==> src/rtl/uc_secuencial.sv <==
// Sequencing controller for a shift-and-add multiplier datapath.
// An explicit FSM plus an iteration counter makes the operand width a parameter.
module uc_secuencial #(
  parameter int unsigned N = 4
) (
  input  logic clk,
  input  logic rst_n,
  input  logic start,
  input  logic q0,
  output logic CargaQ,
  output logic ResetA,
  output logic CargaA,
  output logic DesplazaQ,
  output logic busy,
  output logic Fin
);

  localparam int unsigned CntW = (N > 1) ? $clog2(N) : 1;
  localparam logic [CntW-1:0] LastCnt = CntW'(N - 1);

  typedef enum logic [2:0] {
    StIdle,
    StLoad,
    StAdd,
    StShift,
    StDone
  } state_e;

  state_e          state_q, state_d;
  logic [CntW-1:0] cnt_q, cnt_d;

  always_ff @(posedge clk) begin
    if (!rst_n) begin
      state_q <= StIdle;
      cnt_q   <= '0;
    end else begin
      state_q <= state_d;
      cnt_q   <= cnt_d;
    end
  end

  // start is only looked at in StIdle and StDone, so it is ignored while busy.
  always_comb begin
    state_d = state_q;
    cnt_d   = cnt_q;
    unique case (state_q)
      StIdle: begin
        if (start) state_d = StLoad;
      end
      StLoad: begin
        cnt_d   = '0;
        state_d = StAdd;
      end
      StAdd: begin
        state_d = StShift;
      end
      StShift: begin
        if (cnt_q == LastCnt) begin
          state_d = StDone;
        end else begin
          cnt_d   = cnt_q + 1'b1;
          state_d = StAdd;
        end
      end
      StDone: begin
        if (!start) state_d = StIdle;
      end
      default: begin
        state_d = StIdle;
        cnt_d   = '0;
      end
    endcase
  end

  // Every strobe but CargaA is a pure state decode; CargaA is gated by q0 in StAdd only.
  always_comb begin
    CargaQ    = 1'b0;
    ResetA    = 1'b0;
    CargaA    = 1'b0;
    DesplazaQ = 1'b0;
    busy      = 1'b0;
    Fin       = 1'b0;
    unique case (state_q)
      StIdle: ;
      StLoad: begin
        CargaQ = 1'b1;
        ResetA = 1'b1;
        busy   = 1'b1;
      end
      StAdd: begin
        CargaA = q0;
        busy   = 1'b1;
      end
      StShift: begin
        DesplazaQ = 1'b1;
        busy      = 1'b1;
      end
      StDone: begin
        Fin = 1'b1;
      end
      default: ;
    endcase
  end

endmodule

==> config.mk <==
export PLATFORM = sky130hd
export DESIGN_NAME = uc_secuencial
export DESIGN_NICKNAME = d
export VERILOG_FILES = /design/src/rtl/uc_secuencial.sv
export SDC_FILE = /design/constraint.sdc
export NUM_CORES = 1
export LEC_CHECK = 0
export ABC_AREA = 1
export BUFFER_PORTS_ARGS = -buffer_cell sky130_fd_sc_hd__buf_2
export CAP_MARGIN = 20
export CORE_AREA = 2 2 39 41
export CTS_CLUSTER_DIAMETER = 30
export DETAILED_ROUTE_END_ITERATION = 8
export DIE_AREA = 0 0 41 43
export PLACE_DENSITY_LB_ADDON = 0.25
export SYNTH_ARGS = -nofsm -noshare
export SYNTH_HDL_FRONTEND = slang
export SYNTH_SLANG_ARGS = --single-unit
export TNS_END_PERCENT = 20
==> constraint.sdc <==
create_clock -name clk -period 1.2 [get_ports clk]
set_clock_uncertainty 0.05 [all_clocks]
set_input_delay 0.06 -clock clk [delete_from_list [all_inputs] [get_ports clk]]
set_output_delay 0.06 -clock clk [all_outputs]
set_load 0.005 [all_outputs]
==> metrics, run 1 <==
P_leak=approximately 0.21 nW; Compound-Gate Fraction of Synth Area=between 10% and 20%; crit start category=flip-flop; Seq/Total Area, Yosys=about a third; Via Count=roughly 300; Synth area leader=dfxtp_1; Crit Path Max Fanout=6; adder-cell share of the synthesized area=under 10%; DRC Markers=0; clock-pin slew on the worst setup and hold paths=40 ps; TritonCTS buffer count=3; critical path depth=3; Crit-path slowest cell=dfxtp_4; worst min-delay path class=input port to flip-flop; ratio of cells with drive above 1 in the final layout=between 50% and 60%; ANT nets after route=0; CP arrival=1030 ps; first-pass GRT wire length=between 1000 and 1500 um; total power=0.488 mW; number of global-route vias before repair=272; initial cell density of the core=roughly 22%; clock root buffer=clkbuf_4; core footprint=1380 um2; P&R area growth vs syn=42.3%; largest net degree at the start of global routing=9; Die W=~40 um; clock sinks=5; Worst Setup End Kind=primary output; count of final max-slew check failures=0; total gr overflow=0; launch point of the critical path=state_q[1]; Distinct cells, synth=19; crit-path max cell delay=roughly 360 ps; Setup WS pre-CTS=-5.54 ps; worst path bufs/invs=2; part of the power in registers=between 30 and 40%; final non-filler cell total=67; Final Core Density=31.6%; post-synthesis cell count=38; critical path data required time=around 1100 ps; DRT Pass-1 Iters=2; PnR worst setup slack=62.0 ps; f_max=879 MHz; Vias/cell=4.40; min cycle time layout=1140 ps; Post-synth EDFFs=0; worst r2r src=cnt_q[0]; R2R cell count=4; Nets=57; routed len/inst=about 9.3 um; Longest Clk Path Bufs=2; Tightest Pin Transition=170 ps; XOR/XNOR Fraction of Synth Area=0%; Setup crit end=Fin; Mapped Area=308 um2; switching share of power=a little over a quarter; Final Hold Vio Count=0; max_cap viols=0; setup violators final=0; worst skew pair latency=about 250 ps; final worst path period share=roughly 95%; Peak VDD IR=341 uV; unrepaired setup endpoints after global routing=true; Iteration-0 DRC Markers=3; Pint=between 0.3 and 0.4 mW; CP cell instances=buf_6 -> nor3_4 -> buf_2; top-count cell post-synth=nand2_1; synth top area cells=dfxtp_1, nor2_2, buf_6; synthesized flop and latch total=5; die area=roughly 1800 um2; top cells by count, synth=nand2_1, dfxtp_1, nor2_2; syn_nets=43; Top FF cell, synth=dfxtp_1; port bufs=9; initial antenna violation count=0; flop-to-flop setup slack=80 ps; routability cong.=between 0.6 and 0.7; # IOs=10; reg-to-reg endpoint=cnt_q[0]; Synth top area share=about a third; Total GRT Usage=9.35%; clock share of power=~41%; post-detail-place hpwl=roughly 460 um; Synth Warn #=0; die height=about 43 um; routed wire length=around 620 um; Max H-tree Level=1; power per cell area=about 1100 nW/um2; mux cell area share after synthesis=0%; final antenna diode count=0; largest family of logic cells by synthesized area=simple AND/OR/NAND/NOR gates; CP Class=flip-flop to primary output; Synth Area in Simple Gates=between 30% and 40%; asr flop ratio synth=0%; Rel. slew slack=roughly nine tenths; NetSw=~0.13 mW; status=finished, final reports clean; Row Count=14; CTS tree=built; Logic pwr share=about a fifth; critical path's top delay family=flip-flops; Inst Count DP=slightly above 60; syn avg cell area=approximately 8.1 um2
final cells by class:
| cell class | count | area, um2 |
|---|---|---|
| fillers | 143 | 946 |
| multi-input cells | 26 | 181 |
| flip-flops and latches | 5 | 111 |
| repair buffers | 12 | 83.8 |
| clock buffers | 4 | 26.3 |
| well taps | 16 | 20.0 |
| inverters | 4 | 15.0 |
metrics by stage:
step | cell area (um2) | hold slack, ps | setup TNS, ps
3_5_place_dp | 358 | 281 | -5.54
5_1_grt | 438 | 27.0 | -22.0
4_1_cts | 394 | 21.3 | 0
3_3_place_gp | 358 | 282 | -13.2
6_report | 438 | 12.2 | 0
2_1_floorplan | 308 | 131 | 0
sequential cells by signal, indices dropped and copies added, names as in the netlist:
name     cells
cnt_q        2
state_q      3
power by group through the flow:
stage / clock network (mW) / registers (mW) / logic [mW]
floorplan: 0 / 0.184 / 0.0671
CTS: 0.208 / 0.193 / 0.0775
global placement: 0 / 0.196 / 0.0757
detailed placement: 0 / 0.196 / 0.0759
finish: 0.200 / 0.190 / 0.0980
global route: 0.222 / 0.192 / 0.112
per-layer routing:
layer	wire length, um	GRT usage (%)	part of all wire [%]
met1	262	10.0	42
met2	312	12.8	50
met3	26	3.14	4.2
met4	18	10.0	2.9
met5	0	0	0
layout by cell type, fill, tap and decap left out, types with 2 or more instances in the layout:
cell / count
clkbuf_4: 3
dfxtp_1: 2
inv_2: 2
nor3_4: 2
a21oi_1: 2
inv_1: 2
dfxtp_4: 3
nand3_1: 2
buf_2: 9
nand2_1: 6
nor2_2: 5
cell families (layout without fill, tap and decap cells):
kind of cell	after synthesis	in the layout
compound gates	5	5
buf+inv	7	20
flops	5	5
fa+ha+maj	1	1
simple gates	20	20
repair_timing:
action / CTS / global route
buffers inserted: 0 / 1
gates resized for setup: 4 / 7
pin swaps: 0 / 1
hold buffers: 0 / 0
setup endpoints to repair: 7 / 6
worst register-to-register path, cell delays in order, from the launching register on:
cell,delay [ps]
dfxtp_1,360
ha_1,200
nand4_2,170
a21oi_1,190
nor2_2,50
how the worst min path moves through the flow:
stage / from / end / slack [ps] / cells past startpoint
final: start / state_q[2] / 10 / 3
after global routing: start / state_q[2] / 30 / 3
after CTS: start / state_q[2] / 20 / 3
after detailed placement: start / state_q[2] / 280 / 3
after global placement: start / state_q[2] / 280 / 3
after floorplan: rst_n / cnt_q[1] / 130 / 2
(Power assumes the default switching activity.)
==> inputs of run 2 (changes only) <==
Settings changed: CELL_PAD_IN_SITES_DETAIL_PLACEMENT set to 1, CELL_PAD_IN_SITES_GLOBAL_PLACEMENT set to 1.
==> run 2 against run 1 <==
  * The run now ends with setup timing left
  * Wire length grew 32%
  * Global-route usage grew 0.84 points
  * Sequential share of layout area shrank 0.35 points
  * Clock-buffer cell count is the same
==> metrics, run 2 (synthesis results as in run 1) <==
core footprint=1380 um2 (unchanged); Final Hold Vio Count=0 (unchanged); CTS Hold Bufs=0 (unchanged); post-detail-place hpwl=596 um (was 462 um); port bufs=9 (unchanged); initial cell density of the core=22.2% (unchanged); worst min-delay path class=input port to flip-flop (unchanged); # IOs=10 (unchanged); unrepaired setup endpoints after global routing=true (unchanged); total power=0.487 mW (was 0.488 mW); clock sinks=5 (unchanged); Die W=41 um (unchanged); Via Count=304 (was 295); TritonCTS buffer count=3 (unchanged); Final Hold Slack=30.7 ps (was 12.2 ps); Vias/cell=4.47 (was 4.40); placed instance area=365 um2 (was 358 um2); status=finished with violations (was finished, final reports clean); largest net degree at the start of global routing=8 (was 9); P_leak=0.207 nW (about the same); die height=43 um (unchanged); total gr overflow=0 (unchanged); setup violators final=3 (was 0); Biggest register=state_q (unchanged); Peak VDD IR=354 uV (was 341 uV); initial antenna violation count=0 (unchanged); crit start category=flip-flop (unchanged); Tightest Pin Transition=175 ps (was 170 ps); first-pass GRT wire length=1150 um (was 1050 um); routability cong.=0.689 (was 0.635); final worst path period share=100% (was 94.8%); final antenna diode count=0 (unchanged); Nets=58 (was 57); final non-filler cell total=68 (was 67); CP Class=flip-flop to primary output (unchanged); top flop regs=state_q (3), cnt_q (2) (unchanged); design area=419 um2 (was 438 um2); P&R area growth vs syn=36.2% (was 42.3%); die area=1760 um2 (unchanged); Worst Setup End Kind=primary output (unchanged); CTS tree=built (unchanged); DRC Markers=0 (unchanged); Longest Clk Path Bufs=2 (unchanged); f_max=831 MHz (was 879 MHz); ANT nets after route=0 (unchanged); DRT Pass-1 Iters=2 (unchanged); count of final max-slew check failures=0 (unchanged); failing checks=setup timing; Fill cells=180 (was 143); ratio of cells with drive above 1 in the final layout=53.8% (was 56.9%); Iteration-0 DRC Markers=3 (unchanged); power per cell area=1160 nW/um2 (was 1110 nW/um2); most frequent cells in the layout=buf_2, nand2_1, nor2_2 (was buf_2, nand2_1, nor2_2, clkbuf_4, dfxtp_4); number of global-route vias before repair=279 (was 272); max FFs per register=3 (unchanged); Final Core Density=30.3% (was 31.6%); Row Count=14 (unchanged); Setup TNS=-7.12 ps (was 0 ps); Setup WS pre-CTS=70.6 ps (was -5.54 ps); max_cap viols=0 (unchanged); critical path data required time=1090 ps (about the same); leading cell type in the layout, fill and taps excluded=buf_2 (unchanged); Max H-tree Level=1 (unchanged); PnR worst setup slack=-3.42 ps (was 62.0 ps); min cycle time layout=1200 ps (was 1140 ps); Total GRT Usage=10.2% (was 9.35%); flop-to-flop setup slack=70 ps (was 80 ps); Inst Count DP=63 (was 62); Crit Path Max Fanout=6 (unchanged); clock-pin slew on the worst setup and hold paths=50 ps (was 40 ps); routed len/inst=12.0 um (was 9.25 um); worst skew pair latency=250 ps (about the same); CP arrival=1090 ps (was 1030 ps); clock root buffer=clkbuf_4 (unchanged); routed wire length=819 um (was 620 um); Rel. slew slack=88.3% (was 88.6%)
run 2: cell types whose count changed in the layout (fill, tap and decap cells not counted):
cell     before  now
dfxtp_4       3    1
dfxtp_1       2    3
nor2_1        1    2
buf_4         1    3
dfxtp_2       0    1
buf_12        1    0
nor2_4        1    0
run 2: cell type report:
type | count | area [um2] | share of cell area (%)
clock buffer | 4 | 26.3 | 6.27
inverter | 4 | 15.0 | 3.58
multi-input combinational | 26 | 174 | 41.5
sequential | 5 | 105 | 25.1
tap | 16 | 20.0 | 4.78
timing repair buffer | 13 | 78.8 | 18.8
run 2: report_power, final:
group          switching, mW  total (mW)  internal (mW)  leakage [nW]
combinational         0.0469      0.0904         0.0434         0.150
clock                 0.0787       0.205          0.126        0.0150
sequential            0.0143       0.191          0.177        0.0419
run 2: what timing repair did:
item | 4_1_cts | 5_1_grt
pin swaps | 1 | 1
endpoints found under the setup margin | 4 | 5
buffers inserted | 0 | 1
resized for setup | 4 | 2
run 2: worst paths after layout:
path	depth (start not counted)	to	start
worst min-delay path	3	state_q[0]	start
worst max register to register	4	cnt_q[0]	cnt_q[0]
worst max-delay path	3	CargaQ	state_q[1]
worst min register to register	1	state_q[1]	state_q[0]
run 2: layer usage:
metal | up-vias | global-route usage (%) | part of all wire [%]
met2 | 5 | 13.8 | 52
met5 | - | 0 | 0
met1 | 144 | 12.7 | 44
met4 | 0 | 8.00 | 0.49
met3 | 2 | 3.14 | 3.5
li1 | 153 | - | -
run 2: critical path: stages, from the launching register on:
cell,delay (ps)
dfxtp_2,350
buf_4,170
nor3_4,190
buf_2,140
==> inputs of run 3 (changes only) <==
--- a/config.mk
+++ b/config.mk
@@ -14,4 +14,6 @@
 export CTS_CLUSTER_DIAMETER = 30
+export CTS_CLUSTER_SIZE = 8
 export DETAILED_ROUTE_END_ITERATION = 8
 export DIE_AREA = 0 0 41 43
+export GPL_TIMING_DRIVEN = 0
 export PLACE_DENSITY_LB_ADDON = 0.25
--- a/constraint.sdc
+++ b/constraint.sdc
@@ -4,2 +4,2 @@
 set_output_delay 0.06 -clock clk [all_outputs]
-set_load 0.005 [all_outputs]
+set_load 0.1 [all_outputs]
==> run 3 against run 2 <==
  * The run still ends with setup timing left
  * Wire length decreased by 16%
  * Worst hold slack got worse by 5.1 ps
  * Register-to-register slack is essentially flat
  * Sequential share of layout area decreased by 5.4 points
  * Sequential power decreased by 6%
  * Clock power decreased by 7%
  * Critical path depth is 1 higher
==> metrics, run 3 (synthesis results as in run 1) <==
post-detail-place hpwl=534 um (was 596 um); min cycle time layout=1330 ps (was 1200 ps); PnR worst setup slack=-127 ps (was -3.42 ps); unrepaired setup endpoints after global routing=true (unchanged); top flop regs=state_q (3), cnt_q (2) (unchanged); Die W=41 um (unchanged); total gr overflow=0 (unchanged); final non-filler cell total=69 (was 68); P_leak=0.236 nW (was 0.207 nW); worst min-delay path class=input port to flip-flop (unchanged); core footprint=1380 um2 (unchanged); first-pass GRT wire length=1210 um (was 1150 um); P&R area growth vs syn=73.6% (was 36.2%); Inst Count DP=63 (unchanged); Final Hold Vio Count=0 (unchanged); CTS Hold Bufs=0 (unchanged); CP arrival=1220 ps (was 1090 ps); Longest Clk Path Bufs=2 (unchanged); Crit Path Max Fanout=6 (unchanged); worst skew pair latency=240 ps (was 250 ps); Biggest register=state_q (unchanged); power per cell area=1160 nW/um2 (about the same); port bufs=9 (unchanged); Nets=59 (was 58); routed wire length=684 um (was 819 um); die height=43 um (unchanged); clock root buffer=clkbuf_4 (unchanged); initial antenna violation count=0 (unchanged); clock-pin slew on the worst setup and hold paths=40 ps (was 50 ps); Setup TNS=-370 ps (was -7.12 ps); final worst path period share=111% (was 100%); crit start category=flip-flop (unchanged); CTS tree=built (unchanged); crit-path max cell delay=310 ps (was 350 ps); number of global-route vias before repair=317 (was 279); Max H-tree Level=1 (unchanged); Via Count=307 (was 304); most frequent cells in the layout=nand2_1, buf_12, nor2_2 (was buf_2, nand2_1, nor2_2); die area=1760 um2 (unchanged); max FFs per register=3 (unchanged); Final Hold Slack=25.6 ps (was 30.7 ps); ratio of cells with drive above 1 in the final layout=56.6% (was 53.8%); Worst Setup End Kind=primary output (unchanged); setup violators final=5 (was 3); TritonCTS buffer count=3 (unchanged); largest net degree at the start of global routing=8 (unchanged); routed len/inst=9.91 um (was 12.0 um); # IOs=10 (unchanged); Total GRT Usage=10.3% (was 10.2%); status=finished with violations (unchanged); initial cell density of the core=22.2% (unchanged); f_max=754 MHz (was 831 MHz); Iteration-0 DRC Markers=5 (was 3); critical path data required time=1090 ps (about the same); CP Class=flip-flop to primary output (unchanged); routability cong.=0.651 (was 0.689); ANT nets after route=0 (unchanged); Rel. slew slack=85.5% (was 88.3%); Row Count=14 (unchanged); count of final max-slew check failures=0 (unchanged); worst path bufs/invs=2 (unchanged); flop-to-flop setup slack=60 ps (was 70 ps); max_cap viols=0 (unchanged); critical path's top delay family=simple AND/OR/NAND/NOR gates (was flip-flops); final antenna diode count=0 (unchanged); Vias/cell=4.45 (was 4.47); clock sinks=5 (unchanged); DRC Markers=0 (unchanged); CP cell instances=buf_6 -> nor2_2 -> and3_1 -> buf_12 (was buf_4 -> nor3_4 -> buf_2); failing checks=setup timing (unchanged); Final Core Density=38.6% (was 30.3%); Peak VDD IR=564 uV (was 354 uV); Tightest Pin Transition=217 ps (was 175 ps); Crit-path slowest cell=dfxtp_2 (unchanged); Setup WS pre-CTS=-155 ps (was 70.6 ps); DRT Pass-1 Iters=2 (unchanged)
[run 3: layout make-up]
cell class,instances,area (um2)
plain buffers,3,42.5
clock buffers,4,26.3
fillers,163,850
inverters,4,17.5
multi-input cells,26,181
flip-flops and latches,5,105
well taps,16,20.0
repair buffers,11,141
[run 3: final timing paths]
path                                  from          to  depth (start not counted)
worst max-delay path            state_q[0]      CargaA                          4
worst min-delay path                 start  state_q[2]                          3
worst max register to register  state_q[1]    cnt_q[0]                          5
worst min register to register    cnt_q[1]    cnt_q[1]                          2
[run 3: worst min-delay path, stage by stage]
cell and delay (ps):
buf_2 100, nand2_1 60, a21boi_1 50
[run 3: power by group]
group          internal, mW  leakage, nW  switching (mW)
logic                0.0941        0.179           0.156
clock network         0.125       0.0150          0.0654
registers             0.175       0.0420         0.00522
total                 0.395        0.236           0.227
[run 3: layer usage]
layer  routed length [um]  GRT usage, %
met4                    0          2.00
met3                   42          6.28
met1                  276          11.0
met2                  365          16.6
met5                    0             0
[run 3: through the flow]
stage                     total power [mW]  area [um2]
after floorplan                      0.361         340
after global placement               0.388         405
after detailed placement             0.389         405
after CTS                            0.638         534
after global routing                 0.662         534
final                                0.622         534
[run 3: repair_timing]
action	4_1_cts	5_1_grt
hold endpoints to repair	0	0
cloned	0	0
pin swaps	2	0
setup buffers	2	0
endpoints found under the setup margin	6	8
resized for setup	25	0
